$ cat src/rtl/vicii_pkg.sv
// Shared types and constants for the VIC-II memory responder.
package vicii_pkg;

  // Bus-steal sequencer states
  typedef enum logic [1:0] {
    ST_IDLE  = 2'd0,
    ST_STALL = 2'd1,
    ST_STEAL = 2'd2
  } steal_state_e;

  // Data source for a VIC fetch
  typedef enum logic {
    SRC_RAM  = 1'b0,
    SRC_CROM = 1'b1
  } src_sel_e;

  // Requester that owns an in-flight memory access
  typedef enum logic {
    OWN_VIC = 1'b0,
    OWN_CPU = 1'b1
  } slot_owner_e;

  // vic_ao[13:12] value that selects the character ROM in even banks
  localparam logic [1:0] CHROM_WINDOW = 2'b01;

  // Default number of CPU cycles from BA to AEC
  localparam int STALL_CYCLES_DEF = 3;

endpackage

$ cat src/rtl/vicii_addr_map.sv
// Maps {vic_bank, vic_ao} onto the RAM address, the character ROM address
// and the data source of a VIC fetch.
// Build option: VICII_CHAR_ROM_EN enables the character ROM window; without
// it every fetch goes to RAM and crom_a stays at zero.
module vicii_addr_map
  import vicii_pkg::*;
(
  input  logic [1:0]  vic_bank,
  input  logic [13:0] vic_ao,
  output logic [15:0] ram_a,
  output logic [11:0] crom_a,
  output src_sel_e    src
);

  // Decode the fetch address into RAM/ROM addresses and the source select
  always_comb begin
    ram_a  = {vic_bank, vic_ao};
    crom_a = 12'h000;
    src    = SRC_RAM;
`ifdef VICII_CHAR_ROM_EN
    if ((vic_bank[0] == 1'b0) && (vic_ao[13:12] == CHROM_WINDOW)) begin
      crom_a = vic_ao[11:0];
      src    = SRC_CROM;
    end else begin
      crom_a = 12'h000;
      src    = SRC_RAM;
    end
`else
    crom_a = 12'h000;
    src    = SRC_RAM;
`endif
  end

endmodule

$ cat src/rtl/vicii_mem_responder.sv
// Memory-side responder for the VIC-II: alternates the memory port between
// VIC and CPU half-cycles, routes returning data by the slot-owner flag and
// runs the BA -> AEC bus-steal sequence.
// Build option: VICII_CHAR_ROM_EN (character ROM window, see vicii_addr_map).
module vicii_mem_responder
  import vicii_pkg::*;
#(
  parameter int STALL_CYCLES = STALL_CYCLES_DEF
) (
  input  logic        clk,
  input  logic        reset_n,
  input  logic [13:0] vic_ao,
  input  logic        vic_ba,
  input  logic [1:0]  vic_bank,
  output logic [7:0]  vic_di,
  output logic        vic_aec,
  output logic        phase,
  input  logic [15:0] cpu_a,
  input  logic        cpu_we,
  input  logic [7:0]  cpu_do,
  output logic [7:0]  cpu_di,
  output logic        cpu_rdy,
  output logic [15:0] ram_a,
  output logic        ram_we,
  output logic [7:0]  ram_do,
  input  logic [7:0]  ram_di,
  output logic [11:0] crom_a,
  input  logic [7:0]  crom_di
);

  localparam int CNT_W = (STALL_CYCLES > 1) ? $clog2(STALL_CYCLES) : 1;
  localparam logic [CNT_W-1:0] CNT_LAST = CNT_W'(STALL_CYCLES - 1);

  steal_state_e     state_r, state_nxt;
  logic [CNT_W-1:0] cnt_r, cnt_nxt;
  logic             rdy_nxt, aec_nxt;

  logic [15:0]      map_ram_a;
  logic [11:0]      map_crom_a;
  src_sel_e         map_src;

  slot_owner_e      owner_r;
  src_sel_e         src_r;
  logic             inflight_r;
  logic             vic_slot;

  vicii_addr_map u_addr_map (
    .vic_bank (vic_bank),
    .vic_ao   (vic_ao),
    .ram_a    (map_ram_a),
    .crom_a   (map_crom_a),
    .src      (map_src)
  );

  // The coming edge issues a VIC access on phase 1->0, or on any edge while stealing
  assign vic_slot = phase | (state_r == ST_STEAL);

  // Next-state logic; BA is only looked at on CPU-cycle boundaries (phase 1->0)
  always_comb begin
    state_nxt = state_r;
    cnt_nxt   = cnt_r;
    rdy_nxt   = cpu_rdy;
    aec_nxt   = vic_aec;
    if (phase) begin
      case (state_r)
        ST_IDLE: begin
          if (vic_ba) begin
            state_nxt = ST_STALL;
            cnt_nxt   = '0;
            rdy_nxt   = 1'b0;
          end else begin
            state_nxt = ST_IDLE;
          end
        end
        ST_STALL: begin
          if (!vic_ba) begin
            state_nxt = ST_IDLE;
            rdy_nxt   = 1'b1;
          end else if (cnt_r == CNT_LAST) begin
            state_nxt = ST_STEAL;
            aec_nxt   = 1'b1;
          end else begin
            cnt_nxt   = cnt_r + CNT_W'(1);
          end
        end
        ST_STEAL: begin
          if (!vic_ba) begin
            state_nxt = ST_IDLE;
            aec_nxt   = 1'b0;
            rdy_nxt   = 1'b1;
          end else begin
            state_nxt = ST_STEAL;
          end
        end
        default: begin
          state_nxt = ST_IDLE;
          rdy_nxt   = 1'b1;
          aec_nxt   = 1'b0;
        end
      endcase
    end else begin
      state_nxt = state_r;
    end
  end

  // Phase toggle, steal-sequencer state and its registered handshake outputs
  always_ff @(posedge clk or negedge reset_n) begin
    if (!reset_n) begin
      phase   <= 1'b1;
      state_r <= ST_IDLE;
      cnt_r   <= '0;
      cpu_rdy <= 1'b1;
      vic_aec <= 1'b0;
    end else begin
      phase   <= ~phase;
      state_r <= state_nxt;
      cnt_r   <= cnt_nxt;
      cpu_rdy <= rdy_nxt;
      vic_aec <= aec_nxt;
    end
  end

  // Memory port: return data of the previous slot, then issue this slot's access
  always_ff @(posedge clk or negedge reset_n) begin
    if (!reset_n) begin
      ram_a      <= 16'h0000;
      ram_we     <= 1'b0;
      ram_do     <= 8'h00;
      crom_a     <= 12'h000;
      vic_di     <= 8'h00;
      cpu_di     <= 8'h00;
      owner_r    <= OWN_VIC;
      src_r      <= SRC_RAM;
      inflight_r <= 1'b0;
    end else begin
      if (inflight_r) begin
        if (owner_r == OWN_VIC) begin
          vic_di <= (src_r == SRC_CROM) ? crom_di : ram_di;
        end else begin
          cpu_di <= ram_di;
        end
      end
      if (vic_slot) begin
        ram_a   <= map_ram_a;
        crom_a  <= map_crom_a;
        ram_we  <= 1'b0;
        owner_r <= OWN_VIC;
        src_r   <= map_src;
      end else begin
        ram_a   <= cpu_a;
        ram_we  <= cpu_we;
        ram_do  <= cpu_do;
        owner_r <= OWN_CPU;
        src_r   <= SRC_RAM;
      end
      inflight_r <= 1'b1;
    end
  end

endmodule

$ cat config.mk
export PLATFORM = sky130hd
export DESIGN_NAME = vicii_mem_responder
export DESIGN_NICKNAME = d
export VERILOG_FILES = /design/src/rtl/vicii_pkg.sv /design/src/rtl/vicii_addr_map.sv /design/src/rtl/vicii_mem_responder.sv
export SDC_FILE = /design/constraint.sdc
export NUM_CORES = 1
export LEC_CHECK = 0
export ABC_AREA = 1
export BUFFER_PORTS_ARGS = -buffer_cell sky130_fd_sc_hd__buf_2
export CAP_MARGIN = 40
export CORE_UTILIZATION = 40
export DETAILED_ROUTE_END_ITERATION = 16
export HOLD_SLACK_MARGIN = 0.06
export PLACE_DENSITY = 0.76
export REMOVE_ABC_BUFFERS = 1
export SETUP_SLACK_MARGIN = 0.3
export SLEW_MARGIN = 20
export SYNTH_ARGS = -nofsm -noshare
export SYNTH_HDL_FRONTEND = slang
export SYNTH_SLANG_ARGS = --single-unit
$ cat constraint.sdc
create_clock -name clk -period 1.26 [get_ports clk]
set_input_delay 0.252 -clock clk [delete_from_list [all_inputs] [get_ports clk]]
set_output_delay 0.252 -clock clk [all_outputs]
set_load 0.01 [all_outputs]
==> metrics.md <==
| Metric | Value |
|---|---|
| Placed Area | `~0.0027 mm²` |
| Vias | `about 1,900` |
| Drt total wl | `between 4000 and 5000 µm` |
| Post-DP HPWL | `about 3200 µm` |
| Top_reg_cell synth | `dfrtp_1` |
| WHS | `approximately 0.13 ns` |
| Number of detailed-route iterations in the first pass | `4` |
| Post-route ant nets | `0` |
| Clock power frac | `17.9%` |
| Final max-slew violation count | `0` |
| Post-Syn Area | `0.00216 mm²` |
| CP arrival | `1.42 ns` |
| Sw frac | `roughly a third` |
| Synth area leaders | `dfrtp_1 56%, nand2_1 19%, buf_4 4.2%` |
| Share of cells above drive strength 1 | `about two fifths` |
| Critical-path cell list | `inv_2 > ha_4 > inv_4 > o21ai_4 > nand2_2 > nand2_1 > nand2_1` |
| Gate power share | `around 40%` |
| I/O pin cnt | `116` |
| PwrDens | `1790 mW/mm²` |
| Die X | `around 75 µm` |
| Starting Density | `42.0%` |
| Count of final hold-check violations | `0` |
| Inserted Diodes | `0` |
| Sequential share of the synthesized area | `about three fifths` |
| P_leak | `between 1.5 and 2 nW` |
| Outcome | `complete, no violations` |
| Fmax | `around 820 MHz` |
| Mean Syn Cell Area | `8.96 µm²` |
| Area of the multi-input gates | `803 µm²` |
| Final net count | `roughly 420` |
| Most common cell in the netlist | `nand2_1` |
| Setup CP Type | `reg2reg` |
| Final min period | `about 1.2 ns` |
| Final Setup Violations | `0` |
| Die ar. | `between 0.005 and 0.006 mm²` |
| Critical Path Start | `state_r[1]` |
| Crit Reg-Reg Startpoint | `state_r[1]` |
| Area Overhead vs Synth | `40.8%` |
| Die height | `roughly 75 µm` |
| Port Buffer Count | `95` |
| Top delay family on crit path | `flip-flops` |
| Clk_skew | `0.00644 ns` |
| CORE AREA | `slightly above 0.005 mm²` |
| Vias/cell | `about 4.3` |
| Clock Latency Late Sink | `roughly 0.30 ns` |
| Register area | `about 0.0013 mm²` |
| Synth cell types | `17` |
| Post-layout util | `between 50% and 60%` |
| Initial DRC Count | `74` |
| Largest net degree at the start of global routing | `between 50 and 60` |
| # fillers | `approximately 500` |
| CTS Buffer Depth | `2` |
| First-pass GRT wire length | `6690 µm` |
| Critical Path Slowest Stage Cell | `dfrtp_1` |
| Synth Register Bits | `50` |
| Global-route usage over all layers | `between 10% and 20%` |
| H-tree depth | `2` |
| Wirelength per Cell | `about 10 µm` |
| Area share of the largest cell type after synthesis | `55.6%` |
| CTS root buf | `clkbuf_8` |
| DR DRC count | `0` |
| # rows | `26` |
| Uppermost layer routed | `met4` |
| Number of flops mapped to enable cells by yosys | `0` |
| M1 WL | `~1900 µm` |
| Routed wl met2 | `roughly 2200 µm` |
| Aggregate global routing overflow | `0` |
| Synthesis Warnings | `0` |
| Worst path required time | `between 1 and 1.5 ns` |
| Max FO, Critical Path | `3` |
| GPL Wtd Cong | `0.814` |
| CP bufs+invs | `2` |
| RSZ-0062 raised after global routing | `true` |
| TritonCTS clock tree | `done` |
| Vias in the first global route | `between 1,500 and 2,000` |
| R2R Path End | `cnt_r[0]` |
| Yosys top cell by area | `dfrtp_1` |
| WL met3 | `about 270 µm` |
| Switching power | `~1.9 mW` |
| Clk slew on worst S/H paths | `about 0.1 ns` |
| Reg2Reg Depth | `7` |
| CP max stage delay | `0.42 ns` |
| Post-synthesis cell count | `between 200 and 250` |
| Type of the worst min-delay path | `in2reg` |
| Post-route cell area | `just over 0.003 mm²` |
| Final Cycle Share | `97.0%` |
| Pint | `about 3.5 mW` |
| Most frequent cells after synthesis | `110 x nand2_1, 48 x dfrtp_1, 19 x inv_1` |
| CP Depth | `7` |
| CP endpoint kind | `flip-flop` |
| # clock sinks | `50` |
| Startpoint types | `flip-flop` |
| CTS buffer count | `5` |
| Reg2Reg Setup Slack | `roughly 0.038 ns` |
| Peak supply drop | `858 µV` |
| Initial antenna violation count | `0` |
| Max-cap violations | `0` |
| Crit path to | `cnt_r[0]` |
| Seq pwr share | `41.9%` |
| Top cell by count, worst path | `nand2_1` |
| Tot Pwr | `approximately 5.4 mW` |
| Post-synth ARST share | `100%` |
-- power groups by stage --
stage               combinational (mW)  sequential, mW  clock [mW]
floorplan                        0.639            2.49           0
global placement                  1.52            2.28           0
detailed placement                1.57            2.29           0
CTS                               1.93            2.27        1.02
global route                      2.43            2.34        1.08
finish                            2.18            2.28       0.974
-- cell families (layout without fill, tap and decap cells) --
logic type,count (synthesis),count (layout),synth area share (%)
AND/OR/NAND/NOR,125,125,22.9
flip-flops,50,50,58.1
buffers and inverters,40,146,11.0
AO/OA/AOI/OAI,18,18,4.17
adder cells (fa/ha/maj),6,6,3.48
other,2,13,0.348
-- cells in the final DEF, fill, tap and decap left out, types with 2 or more instances in the layout --
master / n
buf_2: 88
buf_4: 18
buf_6: 8
clkbuf_8: 5
clkinv_4: 2
conb_1: 13
dfrtp_1: 48
dfstp_2: 2
ha_2: 2
ha_4: 3
inv_1: 15
inv_2: 4
inv_8: 2
nand2_1: 104
nand2_2: 4
nand2_4: 2
nand3_1: 5
nor2_1: 5
nor2_2: 2
o21ai_0: 14
o21ai_1: 3
-- final cells by class --
class,instances,share of cell area (%)
sequential,50,41.2
multi-input combinational,162,26.4
timing repair buffer,117,23.4
inverter,21,2.92
tap,70,2.88
clock buffer,5,2.26
clock inverter,3,0.946
-- registers in the layout (all words and copies together) (netlist names), 2 cells and up --
register and flops:
ram_a 16, cpu_di 8, ram_do 8, vic_di 8
cnt_r 2, state_r 2
-- through the flow --
step,setup WS (ns),TNS (ns),cells
after global routing,-0.0443,-0.189,428
after CTS,0.0433,0,420
final,0.0382,0,428
after floorplan,-0.0779,-1.87,233
after detailed placement,-0.0422,-0.515,403
after global placement,-0.0128,-0.0129,403
-- worst min-delay path by stage --
stage,from,depth (start not counted),to,slack [ns]
6_report,vic_ao[11],3,ram_a[11],0.13
5_1_grt,vic_ao[6],3,ram_a[6],0.13
3_3_place_gp,reset_n,2,ram_a[15],0.26
2_1_floorplan,reset_n,0,cnt_r[0],-0.04
4_1_cts,vic_ao[11],3,ram_a[11],0.12
3_5_place_dp,reset_n,2,ram_a[15],0.26
-- layer usage --
metal	GRT usage [%]	vias to the layer above
met5	0	-
met4	6.17	0
met3	3.31	7
met2	28.0	73
met1	19.2	840
li1	-	932
-- worst min-delay path, stage by stage --
cell     delay, ns
buf_2         0.07
nand2_1       0.04
nand2_1       0.04
-- repair_timing --
item / CTS / global route
hold endpoints to repair: 48 / 0
hold buffers: 1 / 0
setup endpoints to repair: 92 / 86
pin swaps: 6 / 7
setup buffers: 8 / 8
gates resized for setup: 24 / 18
(Power assumes the default switching activity.)
